**src/rtl/btn_debouncer_mc.sv**
```systemverilog
// Multi-channel button debouncer: 2-FF sync, shared tick prescaler, per-channel press/release pulses.
// Optional hold auto-repeat is compiled in when BTN_AUTOREPEAT_EN is defined.
module btn_debouncer_mc #(
    parameter int CH           = 4,
    parameter int DIV          = 8,
    parameter int N            = 3,
    parameter int REPEAT_DELAY = 4,
    parameter int REPEAT_RATE  = 2
) (
    input  logic          clk,
    input  logic          rst_n,
    input  logic [CH-1:0] btn_raw,
    output logic [CH-1:0] btn_level,
    output logic [CH-1:0] press_pulse,
    output logic [CH-1:0] release_pulse,
    output logic [CH-1:0] repeat_pulse
);

    localparam int DW = (DIV > 1) ? $clog2(DIV) : 1;
    localparam int CW = $clog2(N + 1);
    localparam logic [DW-1:0] DIV_LAST = DW'(DIV - 1);
    localparam logic [CW-1:0] CNT_LAST = CW'(N - 1);

    if (CH < 1 || DIV < 1 || N < 1 || REPEAT_DELAY < 1 || REPEAT_RATE < 1) begin : g_param_check
        $error("btn_debouncer_mc: all parameters must be >= 1");
    end

    logic [CH-1:0] r_sync1;
    logic [CH-1:0] r_sync2;
    logic [CH-1:0] r_level;
    logic [CH-1:0] r_press;
    logic [CH-1:0] r_release;
    logic [DW-1:0] r_div;
    logic [CW-1:0] r_cnt [CH];
    logic          w_tick;
    logic [CH-1:0] w_accept;

    assign w_tick = (r_div == DIV_LAST);

    always_ff @(posedge clk or negedge rst_n) begin
        if (!rst_n) begin
            r_sync1 <= '0;
            r_sync2 <= '0;
            r_div   <= '0;
        end else begin
            r_sync1 <= btn_raw;
            r_sync2 <= r_sync1;
            r_div   <= w_tick ? '0 : r_div + 1'b1;
        end
    end

    // A channel accepts its new level on the tick that completes N differing samples.
    always_comb begin
        w_accept = '0;
        for (int i = 0; i < CH; i++) begin
            w_accept[i] = w_tick && (r_sync2[i] != r_level[i]) && (r_cnt[i] == CNT_LAST);
        end
    end

    always_ff @(posedge clk or negedge rst_n) begin
        if (!rst_n) begin
            r_level   <= '0;
            r_press   <= '0;
            r_release <= '0;
            for (int i = 0; i < CH; i++) begin
                r_cnt[i] <= '0;
            end
        end else begin
            r_press   <= '0;
            r_release <= '0;
            for (int i = 0; i < CH; i++) begin
                if (w_tick) begin
                    if (w_accept[i]) begin
                        r_level[i]   <= r_sync2[i];
                        r_cnt[i]     <= '0;
                        r_press[i]   <= r_sync2[i];
                        r_release[i] <= ~r_sync2[i];
                    end else if (r_sync2[i] != r_level[i]) begin
                        r_cnt[i] <= r_cnt[i] + 1'b1;
                    end else begin
                        r_cnt[i] <= '0;
                    end
                end
            end
        end
    end

    assign btn_level     = r_level;
    assign press_pulse   = r_press;
    assign release_pulse = r_release;

`ifdef BTN_AUTOREPEAT_EN
    localparam int HW = $clog2(REPEAT_DELAY + 1);
    localparam int RW = $clog2(REPEAT_RATE + 1);
    localparam logic [HW-1:0] HOLD_LAST = HW'(REPEAT_DELAY - 1);
    localparam logic [HW-1:0] HOLD_MAX  = HW'(REPEAT_DELAY);
    localparam logic [RW-1:0] RATE_LAST = RW'(REPEAT_RATE - 1);

    logic [HW-1:0] r_hold [CH];
    logic [RW-1:0] r_rate [CH];
    logic [CH-1:0] r_repeat;

    // Hold counter saturates at REPEAT_DELAY; the rate counter then paces later repeats.
    always_ff @(posedge clk or negedge rst_n) begin
        if (!rst_n) begin
            r_repeat <= '0;
            for (int i = 0; i < CH; i++) begin
                r_hold[i] <= '0;
                r_rate[i] <= '0;
            end
        end else begin
            r_repeat <= '0;
            for (int i = 0; i < CH; i++) begin
                if (w_accept[i]) begin
                    r_hold[i] <= '0;
                    r_rate[i] <= '0;
                end else if (w_tick && r_level[i]) begin
                    if (r_hold[i] != HOLD_MAX) begin
                        r_hold[i] <= r_hold[i] + 1'b1;
                        if (r_hold[i] == HOLD_LAST) begin
                            r_repeat[i] <= 1'b1;
                        end
                    end else if (r_rate[i] == RATE_LAST) begin
                        r_rate[i]   <= '0;
                        r_repeat[i] <= 1'b1;
                    end else begin
                        r_rate[i] <= r_rate[i] + 1'b1;
                    end
                end
            end
        end
    end

    assign repeat_pulse = r_repeat;
`else
    assign repeat_pulse = '0;
`endif

endmodule

```
**config.mk**
```make
export PLATFORM = sky130hd
export DESIGN_NAME = btn_debouncer_mc
export DESIGN_NICKNAME = d
export VERILOG_FILES = /design/src/rtl/btn_debouncer_mc.sv
export SDC_FILE = /design/constraint.sdc
export NUM_CORES = 1
export LEC_CHECK = 0
export CORE_ASPECT_RATIO = 1.5
export CORE_UTILIZATION = 45
export DETAILED_ROUTE_END_ITERATION = 7
export GPL_TIMING_DRIVEN = 0
export PLACE_DENSITY = 0.7
export SLEW_MARGIN = 20
export SYNTH_ARGS = -nofsm -noshare
export SYNTH_HDL_FRONTEND = slang
export SYNTH_SLANG_ARGS = --single-unit
```
**constraint.sdc**
```tcl
create_clock -name clk -period 1.44 [get_ports clk]
set_clock_uncertainty 0.1 [all_clocks]
set_input_delay 0.288 -clock clk [delete_from_list [all_inputs] [get_ports clk]]
set_output_delay 0.288 -clock clk [all_outputs]
set_load 0.1 [all_outputs]
```
==> out/results.txt, run 1 <==
Entering global routing, the biggest net connects 32 pins. The slowest stage of the critical path belongs to the cell sky130_fd_sc_hd__dfrtp_1. After the first detailed-routing iteration, the DRC count stood at 34.

The clock drives 31 sinks. The HPWL after detailed placement is 1280 um. The checks that failed: setup timing.

The tools report the part of the power in combinational logic as 0.226. The buffer levels on the longest clock path is 2, and the ratio of cells with drive above 1 in the final layout is 0.385. In this run the mean area of a mapped cell was 13.7 um^2. The run gives -0.0647 ns as the slack of the critical path. The cell internal power dissipation is 1320 uW.

The run gives 0 as the max-slew violation count. For the global-route usage over all layers, the log shows 0.175. The count of mapped cells out of synthesis came out at 89. Root buffer cell: sky130_fd_sc_hd__clkbuf_4. Dividing the detail-routed wire length by the instance count gives 13.1 um. The adder and majority cell fraction of the synthesized area works out to 0.0618. In this run the cell area of the synthesized design comes to 1210 um^2. For this run, the number of Yosys warnings is 0.

The net count of the finished layout is 134. Along the worst path, the maximum fanout reaches 5. Xor/xnor cell area share of the yosys netlist: 0.0288.

The critical path is of the register to register type. For the worst-skew pair, the clock arrives at the later sink with an insertion delay of 0.33 ns. The number of detailed-route iterations in the first pass came out at 4. The clock transition at the registers of the reported paths is 0.09 ns. The tools report the final design utilization as 0.633.

The clock tree synthesis step divided the H-tree into 2 levels. The portion of netlist area occupied by mux cells is 0.0371, and the slew at the pin with the worst max-slew slack is 0.671 ns. By area, the combinational part of the netlist is dominated by simple AND/OR/NAND/NOR gates. The startpoint class of the critical path is a register. The tools report the total number of placement rows as 22.

The endpoint kind of the worst setup timing path was a register. Across all layers, the routed design uses 766 vias. For the fraction of power consumed by the clock network, the log shows 0.254. Setup violations remaining at the end of the flow were counted as 9.

Period utilization: 1.04. In this run the remaining antenna-violating nets after routing total 0. Traced cell by cell, the critical path runs through ha_2 > ha_4 > buf_6 > nand2_2 > mux2_2. The sum of routed wire length over all layers is 2070 um, and the die area is 2920 um^2. In the routed layout, each cell is associated on average with a via count of 4.85. The overall power after layout was 1940 uW. The first global-routing pass estimated 3460 um of wire. The flow ran to the end, but the final reports show violations. The run gives 0 as the number of antenna repair diodes. After detailed routing, the number of remaining DRC violations is 0.

The fraction of the mapped netlist area in simple logic gates works out to 0.123. Summed over all layers, the global routing overflow is 0. The region available for standard cell placement spans 2500 um^2.

The count of max-cap constraint violations came out at 0. The count of endpoints failing hold in the final timing report is 0. The effective utilization at floorplan came out at 0.485.

The tools report the maximum resistive drop on vdd as 812 uV. The area growth from synthesis to layout is 30.6%. The worst hold path belongs to the class register to register.

The die width is 44.4 um. The synthesized flop and latch total was 31. The fraction of power spent switching nets is 0.319, and the reported leakage power is 0.000761 uW. For the finished layout, the period the worst path requires is 1.50 ns.

Setup repair after global routing could not meet its margin everywhere. The count of pins on the block boundary is 22, and the number of antenna violations at the first check in global routing is 0. The compound-cell area share of the yosys netlist works out to 0.0463. The run gives 1.55 ns as the required time reported for the critical path endpoint. For this design the total switching power over the nets is 621 uW. The worst setup slack after placement is -0.472 ns, and the data arrival time of the critical path is 1.62 ns. The worst slew margin relative to its limit is 0.553, and the largest stage delay on the critical path is 0.39 ns. Power spread over the standard cell area amounts to 1230 nW/um^2. The number of different library cells in the post-synthesis netlist came out at 14. The register area share after synthesis was 0.639.

In this run the tool buffered the top-level ports with 17 buffer cells. TritonCTS created 5 clock buffers. For this run, the top clock speed supported by timing is 665 MHz. The via count of the first global-routing pass is 809, and the portion of total power attributed to sequential cells is 0.520. TritonCTS built the clock tree.

The floorplan step set the die height to 65.6 um. The final RePlAce weighted congestion is 0.679. Setup TNS: -0.269 ns.
sequential cells by signal, summed over array words and instances (netlist names):
signal / cells
press_pulse: 4
r_sync1: 4
r_div: 3
r_cnt: 8
btn_level: 4
release_pulse: 4
r_sync2: 4
stage by stage:
step,std cells,hold WS [ns],instance area (um^2)
2_1_floorplan,92,-0.108,1250
3_3_place_gp,145,0.233,1470
3_5_place_dp,145,0.236,1460
4_1_cts,157,0.241,1550
5_1_grt,158,0.265,1590
6_report,158,0.240,1590
final timing paths:
check	start	end	slack, ns	cells after the start
worst min register to register	r_sync1[3]$_DFF_PN0_	r_sync2[3]$_DFF_PN0_	0.24	0
worst max register to register	r_div[0]$_DFF_PN0_	btn_level[1]$_DFFE_PN0P_	-0.06	5
min in group asynchronous	rst_n	r_cnt[1]$_DFFE_PN0P_	0.44	2
worst max-delay path	r_div[0]$_DFF_PN0_	btn_level[1]$_DFFE_PN0P_	-0.06	5
worst min-delay path	r_sync1[3]$_DFF_PN0_	r_sync2[3]$_DFF_PN0_	0.24	0
max in group asynchronous	rst_n	btn_level[0]$_DFFE_PN0P_	0.32	2
power by group through the flow:
stage               clock network, uW  logic (uW)  registers [uW]
detailed placement                  0         419            1020
global placement                    0         407            1020
finish                            495         440            1010
global route                      546         478            1020
floorplan                           0         191            1150
CTS                               518         426            1010
Yosys cell counts, drive strengths merged:
| cell type | number | share of area |
|---|---|---|
| inv | 8 | 0.025 |
| conb | 1 | 0.0031 |
| o22ai | 8 | 0.046 |
| nor3b | 8 | 0.049 |
| buf | 6 | 0.037 |
| xnor2 | 4 | 0.029 |
| mux2 | 4 | 0.037 |
| ha | 6 | 0.062 |
| nor2 | 1 | 0.0031 |
| dfrtp | 31 | 0.64 |
| or3b | 8 | 0.058 |
| nand2 | 4 | 0.012 |
per-layer routing:
metal	global-route usage	share of wire	vias to the layer above
met5	0	0	-
met4	0.133	0.036	0
met3	0.0714	0.045	7
met2	0.294	0.55	18
met1	0.159	0.37	380
li1	-	-	361
repair_timing:
action                                 4_1_cts  5_1_grt
setup endpoints to repair                   23       14
pin swaps                                    1        0
buffers inserted                             3        1
gates resized for setup                     78        6
endpoints found under the hold margin       31        0
hold buffers                                 1        0
gates cloned                                 1        0
worst max-delay path: cells and delay by family (launching register included):
family / cells / cell delay [ns]
buffers and inverters: 1 / 0.13
AND/OR/NAND/NOR: 1 / 0.08
multiplexers: 1 / 0.33
flip-flops: 1 / 0.39
adder cells (fa/ha/maj): 2 / 0.36
area by class of cell:
cell class / count / area (um^2)
Buffer: 6 / 52.6
Tap cell: 36 / 45.0
Multi-Input combinational cell: 47 / 424
Fill cell: 200 / 918
Inverter: 8 / 30.0
Sequential cell: 31 / 781
Timing Repair Buffer: 23 / 198
Clock buffer: 6 / 51.3
Clock inverter: 1 / 5.00
cells by family after synthesis:
kind of cell / Yosys count
AO/OA/AOI/OAI: 8
XOR/XNOR: 4
adder cells (fa/ha/maj): 6
buffers and inverters: 14
flip-flops: 31
multiplexers: 4
other: 1
AND/OR/NAND/NOR: 21
cells in the final DEF, fill, tap and decap left out:
master	netlist	final
sky130_fd_sc_hd__ha_2	0	1
sky130_fd_sc_hd__nand2_4	0	2
sky130_fd_sc_hd__inv_1	8	8
sky130_fd_sc_hd__o22ai_2	1	2
sky130_fd_sc_hd__mux2_2	3	2
sky130_fd_sc_hd__nor2_1	1	1
sky130_fd_sc_hd__dfrtp_2	0	4
sky130_fd_sc_hd__clkinv_2	0	1
sky130_fd_sc_hd__ha_1	6	4
sky130_fd_sc_hd__nand2_2	0	2
sky130_fd_sc_hd__ha_4	0	1
sky130_fd_sc_hd__o22ai_1	7	6
sky130_fd_sc_hd__clkbuf_4	0	5
sky130_fd_sc_hd__buf_6	0	6
sky130_fd_sc_hd__clkbuf_8	0	1
sky130_fd_sc_hd__mux2_4	0	2
sky130_fd_sc_hd__dfrtp_1	31	27
sky130_fd_sc_hd__dlygate4sd3_1	0	1
sky130_fd_sc_hd__conb_1	1	4
sky130_fd_sc_hd__or3b_1	8	8
sky130_fd_sc_hd__buf_2	0	1
sky130_fd_sc_hd__xnor2_1	4	4
sky130_fd_sc_hd__buf_4	6	17
sky130_fd_sc_hd__clkdlybuf4s50_1	0	4
sky130_fd_sc_hd__nor3b_1	8	8
(Power assumes the default switching activity.)
==> inputs of run 2 (changes only) <==
- MAX_ROUTING_LAYER: default -> met4
- SLEW_MARGIN: 20 -> 40
==> out/results.txt, run 2 (synthesis results as in run 1) <==
The flow ran to the end, but the final reports show violations. The checks that failed: setup timing. Flip-flop count of the largest register, all copies and words added: 8 (unchanged). The areal power density over the cells is 1220 nW/um^2 (-0.36%), and the number of detailed-route iterations in the first pass is 4 (unchanged). The clock transition at the registers of the reported paths was 0.09 ns (about the same). The die area was 2920 um^2 (unchanged). For the CTS sink count, the log shows 31 (unchanged).

The count of endpoints failing hold in the final timing report was 0 (unchanged); the global route total overflow was 0 (unchanged). The tools report the global-route usage over all layers as 0.162 (-0.0124). Setup repair after global routing could not meet its margin everywhere. The final routed wire length divided by cell count came out at 11.8 um (-9.9%). The top cell types in the final layout, fill and taps aside, are 27 x sky130_fd_sc_hd__dfrtp_1, 15 x sky130_fd_sc_hd__buf_4, 8 x sky130_fd_sc_hd__inv_1, 8 x sky130_fd_sc_hd__nor3b_1, 8 x sky130_fd_sc_hd__or3b_1. The ratio of cells with drive above 1 in the final layout is 0.372 (-0.0133).

The sum of routed wire length over all layers was 1850 um (-10%). The total number of placement rows is 22 (unchanged), and the number of fill cells is 205 (+2.5%). The count of buffers inserted at the top-level ports works out to 17 (unchanged). The required time reported for the critical path endpoint came out at 1.55 ns (about the same). STA classifies the critical path endpoint as a register. TritonCTS built the clock tree.

The number of buffers created by CTS came out at 5 (unchanged). The tools report the final design utilization as 0.624 (-0.00949). The logs give -0.382 ns (-0.113 ns) for the setup TNS and 132 (-1.5%) for the number of nets in the finished design. The period utilization was 1.05 (+0.00157); the final RePlAce weighted congestion was 0.686 (+1.0%). Final number of setup-violating endpoints: 10 (+1). The root buffer cell is sky130_fd_sc_hd__clkbuf_4. The violation count after the first detailed-routing iteration is 26 (-24%), and the maximum resistive drop on vdd is 1040 uV (+28%). The die width is 44.4 um (unchanged), and the minimum clock period after layout is 1.51 ns (+0.00226 ns).

The logs give 1910 uW (-1.9%) for the overall power after layout and 2 (unchanged) for the buffer levels on the longest clock path. The overall die height is 65.6 um (unchanged), and the fmax is 664 MHz (-0.15%). The run gives -0.0669 ns (-0.00226 ns) as the slack of the critical path. The logs give 0 (unchanged) for the count of max-cap constraint violations and 0 (unchanged) for the number of antenna repair diodes.

The via count of the first global-routing pass was 722 (-11%); the data arrival time of the critical path was 1.62 ns (about the same). The area growth from synthesis to layout is 28.6%. The run gives 1560 um^2 (-1.5%) as the post-layout instance area. The largest driver fanout on the critical path works out to 10 (+5).

The library cell used most frequently in the layout, excluding fill and tap cells, is sky130_fd_sc_hd__dfrtp_1. The slew at the pin with the worst max-slew slack is 0.668 ns (-0.00304 ns). The reported leakage power is 0.000731 uW (-3.9%), and the number of vias per cell after detailed routing is 4.71 (-2.9%). r_cnt holds more flip-flops than any other register. For the H-tree depth reported by CTS, the log shows 2 (unchanged).

Startpoint-to-endpoint class of the critical path: register to register. The tools report the via count of the routed design as 739 (-3.5%). The core footprint came out at 2500 um^2 (unchanged). STA classifies the critical path startpoint as a register. The tools report the max-slew violation count as 0 (unchanged). The run gives 32 (unchanged) as the maximum number of pins on one net before global-route repair. For the final-layout worst hold slack, the log shows 0.262 ns (+0.0213 ns). The cell area reported after detailed placement came out at 1400 um^2 (-4.1%).

The worst slew margin relative to its limit is 0.555 (+0.00203), and the effective utilization at floorplan is 0.485 (unchanged). Count of pins on the block boundary: 22 (unchanged). The estimated wirelength of the detail-placed design was 1200 um (-6.3%). The path class of the tightest hold or removal check is register to register. The tools report the number of nets still failing antenna checks after routing as 0 (unchanged).

The insertion delay to the later sink of the worst-skew pair was 0.32 ns (about the same); the global-route wire length before repair was 3060 um (-11%). The logs give 0 (unchanged) for the number of antenna violations at the first check in global routing and 0 (unchanged) for the number of DRC violations after detailed routing.
run 2: path summary, 6_finish.rpt:
path,from,to,slack (ns),depth (start not counted)
min,r_sync1[3]$_DFF_PN0_,r_sync2[3]$_DFF_PN0_,0.26,0
max reg2reg,r_div[0]$_DFF_PN0_,btn_level[1]$_DFFE_PN0P_,-0.07,5
min in group asynchronous,rst_n,r_cnt[0]$_DFFE_PN0P_,0.43,2
min reg2reg,r_sync1[3]$_DFF_PN0_,r_sync2[3]$_DFF_PN0_,0.26,0
max,r_div[0]$_DFF_PN0_,btn_level[1]$_DFFE_PN0P_,-0.07,5
max in group asynchronous,rst_n,btn_level[1]$_DFFE_PN0P_,0.34,2
run 2: routing by layer:
layer | vias to the layer above | part of all wire | track usage | routed length [um]
met5 | - | 0 | - | 0
met4 | 0 | 0.030 | 0.106 | 56
met3 | 5 | 0.044 | 0.0742 | 81
met2 | 16 | 0.52 | 0.248 | 961
met1 | 360 | 0.41 | 0.163 | 754
li1 | 358 | - | - | -
run 2: repair_timing:
item	in CTS	in global routing
resized for setup	16	6
setup buffers	1	2
endpoints found under the hold margin	31	0
pin swaps	1	0
hold buffers	1	0
endpoints found under the setup margin	23	15
run 2: where the power goes:
group          switching [uW]  internal, uW  leakage [uW]
logic                     291           149      0.000309
clock network             271           190     0.0000293
registers                59.4           949      0.000393
run 2: through the flow:
step | worst slack, ns | cells
6_report | -0.0669 | 157
4_1_cts | -0.0677 | 155
3_5_place_dp | -0.105 | 145
2_1_floorplan | -0.0284 | 92
3_3_place_gp | -0.583 | 145
5_1_grt | -0.116 | 157
run 2: critical path: stages (launching register included):
cell	delay, ns
sky130_fd_sc_hd__dfrtp_1	0.39
sky130_fd_sc_hd__ha_2	0.19
sky130_fd_sc_hd__ha_4	0.17
sky130_fd_sc_hd__buf_6	0.13
sky130_fd_sc_hd__nand2_2	0.08
sky130_fd_sc_hd__mux2_2	0.33
run 2: cell type report:
cell class                 instances  area (um^2)  area share
tap                               36         45.0      0.0288
clock buffer                       7         45.0      0.0288
multi-input combinational         47          422       0.270
clock inverter                     1         5.00     0.00320
timing repair buffer              21          183       0.117
buffer                             6         52.6      0.0336
inverter                           8         30.0      0.0192
sequential                        31          781       0.500
==> RTL change: new RTL, settings of run 1 <==
Build with the macro `BTN_AUTOREPEAT_EN` defined.
--- a/src/rtl/btn_debouncer_mc.sv
+++ b/src/rtl/btn_debouncer_mc.sv
@@ -2,2 +2,4 @@
 // Optional hold auto-repeat is compiled in when BTN_AUTOREPEAT_EN is defined.
+`define BTN_AUTOREPEAT_EN
+
 module btn_debouncer_mc #(
Function: same outputs for any inputs over 10 cycles, from zero or initial values and one cycle with rst_n low; that may be too few to reach the edited logic, so the function may still have changed.
==> RTL change against run 1 <==
  * The flow still finishes with violations (setup timing)
  * First-iteration DRC count rose by 59%
  * Sequential share of layout area fell by 7.7 points
  * Largest power group unchanged
  * Sequential power rose by 76%
  * Highest routed layer unchanged
  * Design area rose by 110%
  * Worst setup slack got worse by 0.059 ns
  * Wire length rose by 110%
  * Sequential cell count rose by 24
  * Power rose by 84%
  * Synthesized area rose by 110%
  * Critical endpoint is now r_hold[3]$_DFFE_PN0P_
==> RTL change: results (changes against run 1) <==
layout cells sized above 1=37.45% (-1.1 points); grt met1 use=16.75% (+0.82 points); most frequent cells after synthesis=dfrtp_1, inv_1, ha_1; Post-Syn Nets=246; met3 Usage GRT=3.049% (-4.1 points); PnR worst setup slack=-0.1234 ns (-0.05878 ns); wire per inst=13.27 um (+1.3%); failing checks=setup timing; status=complete, but fails checks; initial antenna violation count=0 (unchanged); critical path arrival=1.70 ns (+0.08 ns); Final nets=283 (+110%); Setup-failing EPs final=29 (+20); sequential-to-total area share from yosys stat=54.86% (-9.0 points); largest net degree at the start of global routing=56 (+75%); post-synth cell types=31 (+17); met2 Use GR=27.96% (-1.5 points); fill count=417 (+110%); largest registers=r_hold (12), r_cnt (8), r_rate (8); root buf cell=clkbuf_8; first-pass GRT wire length=7120 um (+110%); ys async rst share=100.0% (unchanged); Synth Flop Type=dfrtp_1; GRT Overall Usage=15.46% (-2.0 points); setup TNS=-1.720 ns (-1.451 ns); Num CTS Buffers=5 (unchanged); HPWL after DPL=2739 um (+110%); YS warnings=0 (unchanged); DR top layer=met4; port bufs=21 (+4); Via density=5.138 (+6.0%); # diodes=0 (unchanged); Leakage=1.509 nW (+98%); worst vdd ir=637.4 uV (-22%); initial drt markers=54 (+59%); DRT met1 WL=1847 um (+140%); H-tree depth=2 (unchanged); maximum clock path buffer count=2 (unchanged); DRT Pass-1 Iters=4 (unchanged); Hold Crit Class=flop to flop; Clk Latency, worst-skew pair=0.30 ns (-0.03 ns); routability cong.=0.7464 (+9.9%); met2 WL=2297 um (+100%); Placed Area=3005 um2 (+110%); vias in the first global route=1,623 (+100%); top cells by area, synth=dfrtp_1, ha_1, inv_1; crit-path max FO=6 (+1); Slew @ Worst Pin=0.6746 ns (+0.003931 ns); clock slew at reported path FFs=0.09 ns (about the same); met3 WL=102 um (+8.5%)
## RTL change: cell count changes in the layout (fill, tap and decap cells not counted), moves of 6 or more
cell	run 1	this run
nand4_1	0	8
inv_1	8	24
o21ai_0	0	7
or3b_1	8	0
dfrtp_1	27	51
ha_1	4	16
a21oi_2	0	6
a211oi_2	0	6
a21oi_1	0	6
## RTL change: report_power, final
part | switching (mW) | leakage, nW | internal (mW) | total, mW
logic | 0.446 | 0.730 | 0.309 | 0.755
registers | 0.0984 | 0.718 | 1.68 | 1.78
clock network | 0.474 | 0.0612 | 0.563 | 1.04
total | 1.02 | 1.51 | 2.56 | 3.57
## RTL change: per-stage QoR
stage,setup slack (ns),instances,hold WS [ns],util [%]
after detailed placement,-0.5274,310,0.2363,57.30
after CTS,-0.1306,320,0.2523,59.40
after global routing,-0.1878,327,0.2578,63.88
final,-0.1234,327,0.2470,63.88
after global placement,-2.088,310,0.2337,57.35
after floorplan,-0.08051,221,-0.1076,-
## RTL change: final timing paths
check	cells after the start	slack [ns]	endpoint	start
setup reg to reg	5	-0.12	r_hold[3]$_DFFE_PN0P_	r_div[0]$_DFF_PN0_
max in group asynchronous	2	0.25	btn_level[2]$_DFFE_PN0P_	rst_n
setup / recovery	5	-0.12	r_hold[3]$_DFFE_PN0P_	r_div[0]$_DFF_PN0_
min in group asynchronous	2	0.45	r_rate[7]$_DFFE_PN0P_	rst_n
hold / removal	0	0.25	r_sync2[3]$_DFF_PN0_	r_sync1[3]$_DFF_PN0_
hold reg to reg	0	0.25	r_sync2[3]$_DFF_PN0_	r_sync1[3]$_DFF_PN0_
## RTL change: repair_timing
action | 4_1_cts | 5_1_grt
gates cloned | 0 | 1
pin swaps | 3 | 15
setup endpoints to repair | 50 | 42
buffers inserted | 2 | 7
hold buffers | 1 | 0
gates resized for setup | 102 | 40
hold endpoints to repair | 55 | 0
## RTL change: logic make-up (layout without fill, tap and decap cells)
kind of cell    after synthesis  count (layout)  share of synthesized area (%)
compound gates               33              33                          8.030
simple gates                 67              67                          15.81
buf+inv                      32              70                          6.035
flops                        55              55                          54.86
xor+xnor                      8               8                          2.793
mux                           7               7                          2.992
fa+ha+maj                    19              19                          9.476
## RTL change: cell type report
class / count / area, um2 / share of cell area (%)
flip-flops and latches: 55 / 1391 / 41.52
multi-input cells: 134 / 1286 / 38.39
repair buffers: 32 / 300.3 / 8.962
inverters: 24 / 90.09 / 2.689
well taps: 68 / 85.08 / 2.539
clock buffers: 6 / 82.58 / 2.465
plain buffers: 6 / 80.08 / 2.390
clock inverters: 2 / 35.03 / 1.046
## RTL change: critical path, stage by stage (launching register included)
cell,delay [ns]
dfrtp_1,0.41
ha_4,0.18
ha_4,0.20
nand2_2,0.10
or3_1,0.38
a21oi_2,0.14
